$ cat src/rtl/selector.sv
// Operation selector encodings shared by the decode stage and the mul/div unit.
// Latency: none (type definitions only).
// Backpressure: not applicable.
package selector;

  typedef enum logic [2:0] {
    MULDIV_MULT  = 3'd0,
    MULDIV_MULTU = 3'd1,
    MULDIV_DIV   = 3'd2,
    MULDIV_DIVU  = 3'd3,
    MULDIV_NCARE = 3'd7
  } muldiv_funct_t;

endpackage

$ cat src/rtl/signals.sv
// Shared control-signal types for the execute-stage units.
// Latency: none (type definitions only).
// Backpressure: not applicable.
package signals;

  typedef enum logic [1:0] {
    IDLE = 2'd0,
    MUL  = 2'd1,
    DIV  = 2'd2,
    FIX  = 2'd3
  } muldiv_state_t;

endpackage

$ cat src/rtl/div_step.sv
// One restoring-divide iteration: shift in the next dividend bit, trial-subtract the divisor.
// Latency: purely combinational.
// Backpressure: none; the caller decides when to register the result.
module div_step (
  input  logic [32:0] rem_in,
  input  logic        dividend_bit,
  input  logic [31:0] divisor,
  output logic [32:0] rem_out,
  output logic        q_bit
);

  logic [33:0] shifted;
  logic [33:0] diff;

  // Trial subtraction; a borrow (top bit set) means restore the shifted remainder.
  always_comb begin
    shifted = {rem_in, dividend_bit};
    diff    = shifted - {2'b00, divisor};
    q_bit   = ~diff[33];
    rem_out = q_bit ? diff[32:0] : shifted[32:0];
  end

endmodule

$ cat src/rtl/muldiv_unit.sv
// Iterative 32-bit multiply/divide unit (MULT/MULTU/DIV/DIVU) producing {hi,lo}; optional MULDIV_FAST_MULT_EN.
// Latency: done 34 cycles after the start cycle (2 for multiply when MULDIV_FAST_MULT_EN is defined).
// Backpressure: start ignored while busy; flush aborts an operation and suppresses its done pulse.
module muldiv_unit
  import selector::*;
  import signals::*;
(
  input  logic          clk,
  input  logic          reset,
  input  logic          start,
  input  muldiv_funct_t funct,
  input  logic [31:0]   a,
  input  logic [31:0]   b,
  input  logic          flush,
  output logic          busy,
  output logic          done,
  output logic [31:0]   hi,
  output logic [31:0]   lo
);

  muldiv_state_t state;
  logic [4:0]    cnt;
  logic [32:0]   acc_hi;    // product high word (multiply) or partial remainder (divide)
  logic [31:0]   acc_lo;    // multiplier shifting out / dividend shifting out, quotient shifting in
  logic [31:0]   opnd;      // multiplicand magnitude or divisor magnitude
  logic [31:0]   a_reg;     // raw dividend, returned as the remainder on divide-by-zero
  logic          is_mul;
  logic          neg_main;  // negate product or quotient in FIX
  logic          neg_rem;   // negate remainder in FIX
  logic          div_zero;

  logic          accept;
  logic          sgn_op;
  logic          mul_op;
  logic [31:0]   mag_a;
  logic [31:0]   mag_b;
  logic [32:0]   mul_sum;
  logic [32:0]   rem_nxt;
  logic          q_bit;
  logic [63:0]   raw_prod;
  logic [63:0]   fix_prod;
  logic [31:0]   fix_quo;
  logic [31:0]   fix_rem;

  assign busy = (state != IDLE);

  div_step u_div_step (
    .rem_in       (acc_hi),
    .dividend_bit (acc_lo[31]),
    .divisor      (opnd),
    .rem_out      (rem_nxt),
    .q_bit        (q_bit)
  );

  // Operand decode, shift-add step and sign fix-up of the finished magnitudes.
  always_comb begin
    accept  = start & ~busy & ~flush & (funct != MULDIV_NCARE);
    sgn_op  = (funct == MULDIV_MULT) | (funct == MULDIV_DIV);
    mul_op  = (funct == MULDIV_MULT) | (funct == MULDIV_MULTU);
    mag_a   = (sgn_op & a[31]) ? (32'd0 - a) : a;
    mag_b   = (sgn_op & b[31]) ? (32'd0 - b) : b;
    mul_sum = {1'b0, acc_hi[31:0]} + (acc_lo[0] ? {1'b0, opnd} : 33'd0);
`ifdef MULDIV_FAST_MULT_EN
    raw_prod = {32'd0, opnd} * {32'd0, acc_lo};
`else
    raw_prod = {acc_hi[31:0], acc_lo};
`endif
    fix_prod = neg_main ? (64'd0 - raw_prod) : raw_prod;
    fix_quo  = neg_main ? (32'd0 - acc_lo) : acc_lo;
    fix_rem  = neg_rem ? (32'd0 - acc_hi[31:0]) : acc_hi[31:0];
  end

  // Control FSM and datapath registers; flush or reset abandons the operation in flight.
  always_ff @(posedge clk or posedge reset) begin
    if (reset) begin
      state    <= IDLE;
      cnt      <= 5'd0;
      acc_hi   <= 33'd0;
      acc_lo   <= 32'd0;
      opnd     <= 32'd0;
      a_reg    <= 32'd0;
      is_mul   <= 1'b0;
      neg_main <= 1'b0;
      neg_rem  <= 1'b0;
      div_zero <= 1'b0;
      done     <= 1'b0;
      hi       <= 32'd0;
      lo       <= 32'd0;
    end else begin
      done <= 1'b0;
      if (flush) begin
        state <= IDLE;
        cnt   <= 5'd0;
      end else begin
        case (state)
          IDLE: begin
            if (accept) begin
              cnt      <= 5'd0;
              acc_hi   <= 33'd0;
              opnd     <= mul_op ? mag_a : mag_b;
              acc_lo   <= mul_op ? mag_b : mag_a;
              a_reg    <= a;
              is_mul   <= mul_op;
              neg_main <= sgn_op & (a[31] ^ b[31]);
              neg_rem  <= sgn_op & a[31];
              div_zero <= (b == 32'd0);
`ifdef MULDIV_FAST_MULT_EN
              state    <= mul_op ? FIX : DIV;
`else
              state    <= mul_op ? MUL : DIV;
`endif
            end
          end
          MUL: begin
            acc_hi <= {1'b0, mul_sum[32:1]};
            acc_lo <= {mul_sum[0], acc_lo[31:1]};
            cnt    <= cnt + 5'd1;
            if (cnt == 5'd31) state <= FIX;
          end
          DIV: begin
            acc_hi <= rem_nxt;
            acc_lo <= {acc_lo[30:0], q_bit};
            cnt    <= cnt + 5'd1;
            if (cnt == 5'd31) state <= FIX;
          end
          FIX: begin
            done  <= 1'b1;
            state <= IDLE;
            if (is_mul) begin
              hi <= fix_prod[63:32];
              lo <= fix_prod[31:0];
            end else if (div_zero) begin
              hi <= a_reg;
              lo <= 32'hFFFF_FFFF;
            end else begin
              hi <= fix_rem;
              lo <= fix_quo;
            end
          end
          default: state <= IDLE;
        endcase
      end
    end
  end

endmodule

$ cat config.mk
export PLATFORM = sky130hd
export DESIGN_NAME = muldiv_unit
export DESIGN_NICKNAME = d
export VERILOG_FILES = /design/src/rtl/selector.sv /design/src/rtl/signals.sv /design/src/rtl/div_step.sv /design/src/rtl/muldiv_unit.sv
export SDC_FILE = /design/constraint.sdc
export NUM_CORES = 1
export LEC_CHECK = 0
export CAP_MARGIN = 5
export CORE_UTILIZATION = 60
export CTS_CLUSTER_DIAMETER = 50
export DETAILED_ROUTE_END_ITERATION = 7
export HOLD_SLACK_MARGIN = 0.12
export PLACE_DENSITY = 0.82
export SYNTH_ARGS = -nofsm -noshare
export SYNTH_HDL_FRONTEND = slang
export SYNTH_SLANG_ARGS = --single-unit
$ cat constraint.sdc
create_clock -name clk -period 8.29 [get_ports clk]
set_input_delay 2.0725 -clock clk [delete_from_list [all_inputs] [get_ports clk]]
set_output_delay 2.0725 -clock clk [all_outputs]
set_load 0.02 [all_outputs]
* Word level (Yosys, flattened, before mapping)
Index checks and enable logic that the tools add are counted.
** Storage, ports and cells
- Bits in writable memories :: 0
- Logic and storage cells :: 82
- Bits in read-only memories :: 0
- Bits in registers :: 205
- Memories kept :: 0
- Latch bits :: 0
- Bits of input ports :: 71
- Output and inout bits :: 66
** Operators by class
- Shift operators :: 0
- Equal/unequal tests :: 10
- Div/mod/pow operators :: 0
- $mul :: 0
- Reductions and logical operators :: 12
- Order comparisons :: 0
- Bitwise operators :: 12
- Add/sub/neg operators :: 8
- Muxes and demuxes :: 27
** Operator list (number)
- 32-bit 2-to-1 mux :: 12
- 1-bit by 32-bit subtractor with 32-bit output (first input constant) :: 4
- 33-bit case mux with 3 select lines :: 1
- 32-bit case mux with 3 select lines :: 1
- 33-bit 2-to-1 mux :: 2
- 64-bit 2-to-1 mux :: 1
- 1-bit by 64-bit subtractor with 64-bit output (first input constant) :: 1
- 34-bit by 32-bit subtractor with 34-bit output :: 1
- 32-bit by 32-bit adder with 33-bit output :: 1
- 32-bit zero test :: 1
- 5-bit 2-to-1 mux :: 2
- 5-bit case mux with 2 select lines :: 1
- 2-bit 2-to-1 mux :: 4
- 1-bit bitwise AND :: 6
- 3-bit != test (second input constant) :: 2
- 2-bit case mux with 3 select lines :: 1
- 2-bit AND reduction :: 3
- 3-bit AND reduction :: 2
- 3-bit nonzero test :: 2
- 5-bit by 1-bit adder with 5-bit output (second input constant) :: 1
- 5-bit equality test (second input constant) :: 1
- 2-bit equality test (second input constant) :: 2
- 3-bit by 1-bit equality test with 1-bit output (second input constant) :: 1
- 3-bit by 2-bit equality test with 1-bit output (second input constant) :: 1
- 11 further kinds :: 15

* Logic depth before layout (Yosys ltp)
Gate-level depths: netlist (run 1).
- Depth after elaboration :: 8
- Depth in mapped cells :: 14
- Depth with buffers taken out :: 13

* Modules after synthesis
Synthesis (run 1) repeated with hierarchy kept, for this count alone.
** Unflattened totals
- Cell total of the unflattened synthesis :: 1962
- Area, all modules :: 16354.4 um^2
** By module, submodules not included
- muldiv_unit :: area an instance 14141.1 um^2, instances 1, sequential area each 5129.9 um^2, cells an instance 1656
- div_step :: area an instance 2213.4 um^2, instances 1, sequential area each 0.0 um^2, cells an instance 306

* Worst setup path after synthesis (run 1)
Ideal clock, no wire load.
- Path kind :: input to register
- Start :: in b[18]
- End :: reg acc_lo[29]
- Setup slack :: 3.972 ns
- Setup time :: 0.119 ns
- Buffers on the path :: 0
- Arrival :: 4.199 ns
- Required time :: 8.171 ns
- Cell stages on the path :: 9
- Cells stage by stage :: or4_1 > or3_1 > nor4_1 > nand2_1 > o41ai_1 > xnor2_1 > a222oi_1 > o211ai_1 > o21a_1
** On the way
- Longest elaborated chain between the ends :: 5
** RTL lines
- start, declared :: RTL line muldiv_unit.sv:13 : input logic [31:0] b,
- 1-bit by 32-bit subtractor with 32-bit output :: RTL line muldiv_unit.sv:61 : mag_b = (sgn_op & b[31]) ? (32'd0 - b) : b;
- 32-bit 2-to-1 mux :: RTL line muldiv_unit.sv:61
- 32-bit 2-to-1 mux :: RTL line muldiv_unit.sv:101 : acc_lo <= mul_op ? mag_b : mag_a;
- 32-bit 2-to-1 mux :: RTL line muldiv_unit.sv:97 : if (accept) begin
- 32-bit case mux with 3 select lines :: RTL line muldiv_unit.sv:95 : case (state)
- end signal, assigned :: RTL line muldiv_unit.sv:101
- end signal, assigned :: RTL line muldiv_unit.sv:116 : acc_lo <= {mul_sum[0], acc_lo[31:1]};
- end signal, assigned :: RTL line muldiv_unit.sv:122 : acc_lo <= {acc_lo[30:0], q_bit};
- end, declared :: RTL line muldiv_unit.sv:24 : logic [31:0] acc_lo;
Every way passes these cells. The select of a mux whose other input is x is not followed.
A chain may end at the register's enable or synchronous reset.

* Worst setup path in the final report (run 1)
- Start :: in flush
- End :: reg acc_hi[30]
** On the way
- Longest elaborated chain between the ends :: 5
** RTL lines
- start, declared :: RTL line muldiv_unit.sv:14 : input logic flush,
- 1-bit inverter (no line) *
- 1-bit bitwise AND (2 in series) :: RTL line muldiv_unit.sv:57 : accept = start & ~busy & ~flush & (funct != MULDIV_NCARE);
- 2-bit != test (no line)
- 3-bit AND reduction (no line) *
- end signal, assigned :: RTL line muldiv_unit.sv:115 : acc_hi <= {1'b0, mul_sum[32:1]};
- end signal, assigned :: RTL line muldiv_unit.sv:121 : acc_hi <= rem_nxt;
- end, declared :: RTL line muldiv_unit.sv:23 : logic [32:0] acc_hi;
Every way passes the cells marked *; elsewhere a longest branch is shown, timed or not.

==> results of run 1 <==
## logic make-up after synthesis
| kind of cell | count (synthesis) |
|---|---|
| multiplexers | 78 |
| buffers and inverters | 198 |
| AND/OR/NAND/NOR | 566 |
| XOR/XNOR | 200 |
| AO/OA/AOI/OAI | 639 |
| flip-flops | 205 |
| adder cells (fa/ha/maj) | 77 |
## Yosys cell counts (all sizes together), types with 19 or more instances
master  number  area share, %
inv         61            1.4
a21oi      130            4.1
mux2i       45            2.8
a22oi       58            2.7
nand3       20           0.61
o41ai       19            1.3
a21o        33            1.5
xnor2       96            5.1
clkbuf     118            2.7
dfrtp      205             31
o31ai       37            1.7
xor2       104            5.6
nor2       184            4.2
o21ai      199            6.1
ha          75            5.7
nor2b       20           0.77
nand2b      19           0.73
mux2        33            2.3
and2        19           0.73
a211oi      32            1.5
nand2      183            4.2
## tightest hold or removal path: cells and delay by family, from the launching register on
| kind | cells | cell delay [ns] |
|---|---|---|
| AO/OA/AOI/OAI | 1 | 0.06 |
| AND/OR/NAND/NOR | 1 | 0.05 |
| flip-flops | 1 | 0.34 |
## routing by layer
layer,global-route usage (%),share of wire (%),routed length [um],vias up
met4,19.8,5.8,2940,0
met1,48.8,41,20700,7631
met2,55.4,44,22500,936
li1,-,-,-,7209
met5,0,0,0,-
met3,4.90,9.1,4630,171
## placed cells by master (no fill, tap or decap), drive strengths merged, types with 37 or more instances in the layout
| master | n |
|---|---|
| o21ai | 199 |
| inv | 62 |
| xnor2 | 96 |
| nor2 | 184 |
| nand2 | 183 |
| a21oi | 130 |
| a22oi | 58 |
| o31ai | 37 |
| xor2 | 104 |
| clkdlybuf4s50 | 136 |
| dfrtp | 205 |
| mux2i | 45 |
| ha | 75 |
## power by group
| part | total [mW] | leakage (nW) | switching [mW] | internal [mW] |
|---|---|---|---|---|
| registers | 2.06 | 2.59 | 0.618 | 1.44 |
| logic | 5.35 | 4.81 | 3.19 | 2.16 |
| clock network | 1.21 | 0.446 | 0.469 | 0.738 |
## worst min path at each step
stage	start	endpoint	cells after the start
2_1_floorplan	opnd[20]	opnd[20]	2
3_3_place_gp	opnd[20]	opnd[20]	2
3_5_place_dp	hi[3]	hi[3]	2
4_1_cts	hi[3]	hi[3]	2
5_1_grt	hi[5]	hi[5]	2
6_report	hi[3]	hi[3]	2
## layout make-up
class / count / area [um2] / share of cell area [%]
Inverter: 62 / 240 / 1.29
Timing Repair Buffer: 152 / 1490 / 7.98
Tap cell: 341 / 427 / 2.29
Multi-Input combinational cell: 1560 / 10500 / 56.0
Sequential cell: 205 / 5130 / 27.5
Clock inverter: 12 / 159 / 0.851
Clock buffer: 36 / 761 / 4.08
==> flow_summary.ini, run 1 <==
[die]
initial_core_util_pct = 60.9
die_area_um2 = 27900
fp.dieH_um = 167
core_area_um2 = 26800
pin_count = 137
die_x_um = 167
rows = 60

[power_and_ir_drop]
ir_drop_uv = 238
power_density_nw_per_um2 = 461
p_leak_nw = 7.85
finalPower_mw = 8.61

[clock_tree]
post_cts_buffers = 0
cts_max_path_buffers = 3
cts_tree = done
htreeDepth = 1
ctsResizeCount = 0
clk-insertion-delay-late_ns = 0.56
clock_tree.root_cell = clkbuf_16
cts_sinks = 205
cts-buffers-inserted = 28
clkTransAtPathRegs_ns = 0.06
postCtsHoldBufs = 0

[worst_setup_path]
r2r_start = acc_lo[31]
slowest_delay_ns = 0.77
cp_max_fo = 79
start_kind = primary input
setup.worst_path.end_class = register
cp_data_arrival_time_ns = 5.47
cpMaxStageDelayCell = a31o_4
reg2reg_setup_slack_ns = 3.92
worst-path-buf-inv = 2
path_class = primary input to register
crit_chain = clkdlybuf4s50_1, nand3b_1, a31o_4, a21boi_1, or2_2, buf_4, a211o_1, nor3_1, o211ai_1
startpoint = flush
worstRegToRegCells = 12
critPathTopFamily = compound AO/OA/AOI/OAI gates
endpoint = acc_hi[30]
cp.required_ns = 8.77
rr_endpoint = acc_hi[26]
crit_cells = 9

[layout]
layout-drive-gt1-share_pct = 6.66
largest-register = acc_hi
nets = 2157
antenna_cells = 0
fin_area_um2 = 18700
syn2layout_area_growth_pct = 14.3
largest_reg_flops = 33
instances_no_fill = 2368
n_fill_cell = 2077
post-route-util_pct = 69.6

[synth]
synth_top_family_by_area = compound AO/OA/AOI/OAI gates
ys_types = 80
synth_compound_area_share_pct = 25.7
synthArstFlopShare_pct = 100
ys_ff_latch = 205
synth_xor_area_share_pct = 10.7
synth.net_count = 2111
syn-cell-area_um2 = 16300
synth_cells = 1963
synth_warnings = 0
yosys.area_share.simple_pct = 16.5
synthFlopType = dfrtp_1
ys_seq_area_share_pct = 31.4
synth_edf_count = 0
avgSynthCellArea_um2 = 8.32
yosys-mux-area-fraction_pct = 5.03
synthAdderAreaFrac_pct = 5.99

[global_routing]
grt_overflow_total = 0
grt_pass1_wl_mm = 80.1
antenna_found_initial = 0
grt_pass1_vias = 14900
grt_max_degree = 133
grtUsageTotal_pct = 35.9

[routing]
ant_nets = 0
routed_wl_mm = 50.8
drt_iter0_drc = 1870
remaining_drc_errors = 9
first_pass_iters = 8
vias = 15900
wl_per_cell_um = 21.5
via_per_inst = 6.73

[placed_design]
pre_cts_ws_ns = 2.79
portBuffers = 136
dp_hpwl_mm = 37.2
dp_cells = 2319
placed_area_um2 = 17700
gp_congestion = 0.992

[outcome]
violations = DRC
status = complete, but fails checks

[sta]
tightest_slew_ns = 1.11
fin_worst_skew_ns = 0.0216
period_share_pct = 60.3
max_freq_ghz = 0.200
maxSlewViolCount = 0
hold_viol_final = 0
setup_violations = 0
rsz0062_at_grt = no
setup_slack_ns = 3.29
relSlewSlack_pct = 25.7
tns_ns = 0
holdWs_ns = 0.475
min_period_ns = 5.00

[job]
cap_violations = 0

[hold_path]
worstHoldPathType = register to register
(Power assumes the default switching activity.)
==> inputs of run 2 (changes only) <==
--- a/config.mk
+++ b/config.mk
@@ -6,11 +6,11 @@
 export NUM_CORES = 1
 export LEC_CHECK = 0
 export CAP_MARGIN = 5
-export CORE_UTILIZATION = 60
+export CORE_UTILIZATION = 54
 export CTS_CLUSTER_DIAMETER = 50
 export DETAILED_ROUTE_END_ITERATION = 7
 export HOLD_SLACK_MARGIN = 0.12
-export PLACE_DENSITY = 0.82
+export PLACE_DENSITY = 0.78
 export SYNTH_ARGS = -nofsm -noshare
 export SYNTH_HDL_FRONTEND = slang
 export SYNTH_SLANG_ARGS = --single-unit
==> constraint.sdc (replaced) <==
create_clock -name clk -period 4.4 [get_ports clk]
set_input_delay 1.1 -clock clk [delete_from_list [all_inputs] [get_ports clk]]
set_output_delay 1.1 -clock clk [all_outputs]
set_load 0.02 [all_outputs]
==> run 2 against run 1 <==
- the flow now finishes without violations
- worst hold slack got worse by 0.0015 ns
- critical path depth rose by 4
- via count rose by 0.80%
- utilization fell by 4.9 points
- final cell count rose by 4.3%
- clock skew fell by 0.0041 ns
- first-iteration DRC count fell by 10%
- non-clock buffer count rose by 44
- final area rose by 3.1%
- highest routed layer unchanged
==> flow_summary.ini, run 2 (same netlist as run 1, synthesis figures left out) <==
[outcome]
status = finished, final reports clean

[sta]
max_freq_ghz = 0.238
hold_viol_final = 0
min_period_ns = 4.19
relSlewSlack_pct = 22.6
setup_violations = 0
tightest_slew_ns = 1.16
period_share_pct = 95.3
rsz0062_at_grt = no
fin_worst_skew_ns = 0.0175
tns_ns = 0
maxSlewViolCount = 0

[global_routing]
antenna_found_initial = 2
grt_pass1_wl_mm = 83.5
grtUsageTotal_pct = 34.1
grt_overflow_total = 0
grt_max_degree = 72
grt_pass1_vias = 15100

[worst_setup_path]
rr_endpoint = acc_hi[27]
cpMaxStageDelayCell = o311ai_0
worstRegToRegCells = 13
setup.worst_path.end_class = register
cp.required_ns = 4.82
reg2reg_setup_slack_ns = 0.21
cp_data_arrival_time_ns = 4.61
cp_common_cell = a21oi_1
critPathTopFamily = compound AO/OA/AOI/OAI gates
slowest_delay_ns = 0.74
worst-path-buf-inv = 2
path_class = register to register
cp_max_fo = 32
crit_chain = clkinv_1, buf_4, nor2_1, ha_1, nand4_1, nor4_1, a21oi_1, a21oi_1, a31oi_1, o311ai_0, xor2_1, a22oi_1, o221ai_1
r2r_start = acc_lo[0]
start_kind = register

[clock_tree]
cts_sinks = 205
clkTransAtPathRegs_ns = 0.06
cts_max_path_buffers = 3
post_cts_buffers = 0
htreeDepth = 1
clock_tree.root_cell = clkbuf_16
clk-insertion-delay-late_ns = 0.57
ctsResizeCount = 0
cts_tree = done
postCtsHoldBufs = 0
cts-buffers-inserted = 31

[placed_design]
dp_cells = 2413
dp_hpwl_mm = 39.7
placed_area_um2 = 18200
portBuffers = 136
gp_congestion = 0.975

[layout]
largest_reg_flops = 33
instances_no_fill = 2471
largest-register = acc_hi
final_common_cell = dfrtp_1
fin_area_um2 = 19200
nets = 2204
layout-drive-gt1-share_pct = 9.13
layout_common_cells = dfrtp_1 (202), nand2_1 (183), nor2_1 (182)
syn2layout_area_growth_pct = 17.8

[job]
cap_violations = 0

[routing]
wl_per_cell_um = 21.4
routed_wl_mm = 52.8
vias = 16100
remaining_drc_errors = 0
drt_iter0_drc = 1678
ant_nets = 0
first_pass_iters = 7
via_per_inst = 6.51

[hold_path]
hold-path-endpoint = opnd[24]
worstHoldStart = opnd[24]
hold_depth = 2
worstHoldPathType = register to register

[die]
rows = 63
pin_count = 137
initial_core_util_pct = 55.0
core_area_um2 = 29700
fp.dieH_um = 176
die_x_um = 176
die_area_um2 = 30900

[power_and_ir_drop]
finalPower_mw = 16.8
p_leak_nw = 8.16
power_density_nw_per_um2 = 871
ir_drop_uv = 454
run 2: cell count changes in the layout (fill, tap and decap cells not counted), sizes merged:
| cell | previous run | this run |
|---|---|---|
| inv | 62 | 69 |
| bufinv | 3 | 2 |
| clkbuf | 36 | 40 |
| clkinv | 7 | 5 |
| diode | 0 | 1 |
| clkinvlp | 2 | 3 |
| buf | 16 | 60 |
run 2: final cells by class:
| class | count | area, um2 |
|---|---|---|
| fill | 2488 | 10500 |
| multi-input combinational | 1560 | 10500 |
| sequential | 205 | 5130 |
| timing repair buffer | 196 | 1860 |
| clock buffer | 40 | 870 |
| tap | 390 | 488 |
| inverter | 62 | 236 |
| clock inverter | 17 | 198 |
| antenna | 1 | 2.50 |
run 2: worst max-delay path by stage:
stage,cells after the start,start,endpoint,slack (ns)
finish,13,acc_lo[0],acc_hi[27],0.21
global route,13,acc_lo[0],acc_hi[27],0.09
CTS,13,acc_lo[0],acc_hi[27],0.34
detailed placement,10,b[18],acc_lo[29],0.18
global placement,10,b[18],acc_lo[29],0.28
floorplan,1,reset,a_reg[0],0.64
run 2: stage by stage:
step                      setup WS [ns]  utilization, %  hold WS [ns]
after detailed placement          0.179            61.2         0.460
final                             0.207            64.8         0.474
after floorplan                   0.642               -         0.439
after global placement            0.285            61.2         0.454
after global routing             0.0945            64.7         0.498
after CTS                         0.338            64.7         0.473
run 2: where the power goes:
group | internal [mW] | switching, mW | leakage, nW
registers | 2.72 | 1.08 | 2.59
logic | 4.26 | 6.16 | 5.04
clock network | 1.54 | 1.01 | 0.522
run 2: metal layers:
metal	wire, um	GRT usage [%]	vias up
li1	-	-	7327
met1	22400	47.9	7702
met2	22700	50.9	890
met3	4590	4.37	155
met4	3220	18.3	0
met5	0	0	-
run 2: tightest hold or removal path, cell delays in order (launching register included):
cell and delay, ns:
dfrtp_1 0.34, nand2_1 0.05, nand2_1 0.05
==> inputs of run 3 (changes only) <==
--- a/config.mk
+++ b/config.mk
@@ -6,6 +6,7 @@
 export NUM_CORES = 1
 export LEC_CHECK = 0
 export CAP_MARGIN = 5
+export CORE_ASPECT_RATIO = 1.25
 export CORE_UTILIZATION = 54
 export CTS_CLUSTER_DIAMETER = 50
 export DETAILED_ROUTE_END_ITERATION = 7
==> run 3 against run 2 <==
- register-to-register slack better by 0.16 ns
- total power decreased by 2.2%
- worst hold slack lost 0.0017 ns
- wire length is 2.5% higher
- sequential power about the same
- critical path type unchanged
- critical endpoint unchanged
- largest cell class unchanged
==> flow_summary.ini, run 3 (same netlist as run 1, synthesis figures left out) <==
[global_routing]
grt_overflow_total = 0
grt_pass1_wl_mm = 85.2
antenna_found_initial = 1
grt_pass1_vias = 15300
grt_max_degree = 116
grtUsageTotal_pct = 35.5

[sta]
min_period_ns = 4.04
tightest_slew_ns = 1.09
hold_viol_final = 0
tns_ns = 0
fin_worst_skew_ns = 0.0140
period_share_pct = 91.8
maxSlewViolCount = 0
max_freq_ghz = 0.248
relSlewSlack_pct = 27.5
setup_violations = 0
rsz0062_at_grt = no

[layout]
nets = 2211
layout-drive-gt1-share_pct = 9.45
layout_common_cells = dfrtp_1 (202), nand2_1 (183), nor2_1 (182)
largest_reg_flops = 33
antenna_cells = 0
final_common_cell = dfrtp_1
fin_area_um2 = 19100
largest-register = acc_hi
syn2layout_area_growth_pct = 17.1

[power_and_ir_drop]
p_clk_share_pct = 13.7
pwr-share-comb_pct = 63.2
p_sw_mw = 8.12
intPower_mw = 8.28
seq_power_share_pct = 23.1
power_density_nw_per_um2 = 857
p_leak_nw = 8.13
switching_share_pct = 49.5
ir_drop_uv = 521

[hold_path]
worstHoldPathType = register to register
worstHoldStart = opnd[20]
hold_depth = 2
hold-path-endpoint = opnd[20]

[clock_tree]
htreeDepth = 1
ctsResizeCount = 0
clock_tree.root_cell = clkbuf_16
cts_tree = done
post_cts_buffers = 0
clk-insertion-delay-late_ns = 0.56
cts_max_path_buffers = 3
postCtsHoldBufs = 0
cts_sinks = 205
clkTransAtPathRegs_ns = 0.07
cts-buffers-inserted = 27

[worst_setup_path]
rr_endpoint = acc_hi[27]
crit_chain = clkinv_1, nor2_1, ha_1, nand4_1, nor4_1, a21oi_1, a21oi_1, a31oi_1, o311ai_0, buf_4, xor2_1, a22oi_1, o221ai_1
cp_data_arrival_time_ns = 4.44
cp_max_fo = 16
reg2reg_setup_slack_ns = 0.36
cpMaxStageDelayCell = clkinv_1
cp.required_ns = 4.80
r2r_start = acc_lo[0]
start_kind = register
worstRegToRegCells = 13
setup.worst_path.end_class = register
cp_common_cell = a21oi_1
slowest_delay_ns = 0.53
path_class = register to register

[routing]
via_per_inst = 6.44
wl_per_cell_um = 21.8
first_pass_iters = 7
ant_nets = 0
remaining_drc_errors = 0
vias = 16000
routed_wl_mm = 54.1
drt_iter0_drc = 1550

[die]
die_area_um2 = 31000
die_x_um = 158
rows = 70
core_area_um2 = 29500
fp.dieH_um = 196
initial_core_util_pct = 55.3
pin_count = 137

[placed_design]
gp_congestion = 0.982
portBuffers = 136
dp_hpwl_mm = 40.5
placed_area_um2 = 18200

[outcome]
status = finished, final reports clean

[job]
cap_violations = 0
run 3: cell count changes in the layout (fill, tap and decap cells not counted), moves of 3 or more:
cell       change
buf_4         +14
clkbuf_1       -3
clkbuf_16      -4
buf_12         -3
clkinv_4       -3
clkinv_2       +6
run 3: critical path: cells and delay by family, from the launching register on:
family	cells	cell delay, ns
buf+inv	2	0.74
compound gates	6	1.47
flops	1	0.43
xor+xnor	1	0.06
fa+ha+maj	1	0.28
simple gates	3	0.88
run 3: stage by stage:
stage | hold WS [ns] | setup slack (ns) | utilization [%] | cells | total power, mW
2_1_floorplan | 0.439 | 0.642 | - | 1963 | 10.8
3_3_place_gp | 0.452 | 0.339 | 61.8 | 2430 | 13.6
3_5_place_dp | 0.458 | 0.284 | 61.8 | 2430 | 13.9
4_1_cts | 0.473 | 0.497 | 64.8 | 2480 | 16.2
5_1_grt | 0.499 | 0.208 | 64.8 | 2480 | 17.5
6_report | 0.472 | 0.362 | 64.8 | 2480 | 16.4
run 3: per-layer routing:
| layer | track usage (%) | part of all wire (%) | routed length, um | up-vias |
|---|---|---|---|---|
| met3 | 6.24 | 8.5 | 4600 | 189 |
| met2 | 57.3 | 46 | 25000 | 830 |
| met4 | 19.3 | 5.9 | 3210 | 0 |
| met1 | 45.1 | 39 | 21300 | 7617 |
| li1 | - | - | - | 7338 |
| met5 | 0 | 0 | 0 | - |
run 3: power groups by stage:
stage | sequential [mW] | combinational [mW] | clock, mW
floorplan | 3.58 | 7.24 | 0
global placement | 3.74 | 9.89 | 0
detailed placement | 3.76 | 10.1 | 0
CTS | 3.74 | 10.2 | 2.26
global route | 3.89 | 11.3 | 2.34
finish | 3.79 | 10.4 | 2.24
run 3: cell type report:
type	count	area, um2
well taps	396	495
flip-flops and latches	205	5130
clock inverters	18	160
inverters	62	236
clock buffers	32	744
fillers	2546	10400
repair buffers	207	1910
multi-input cells	1560	10500
run 3: how the worst max path moves through the flow:
stage	start	end	slack (ns)	depth (start not counted)
2_1_floorplan	reset	a_reg[0]	0.64	1
3_3_place_gp	b[18]	acc_lo[29]	0.34	10
3_5_place_dp	b[18]	acc_lo[29]	0.28	10
4_1_cts	acc_lo[31]	acc_hi[11]	0.50	12
5_1_grt	acc_lo[0]	acc_hi[24]	0.21	12
6_report	acc_lo[0]	acc_hi[27]	0.36	13
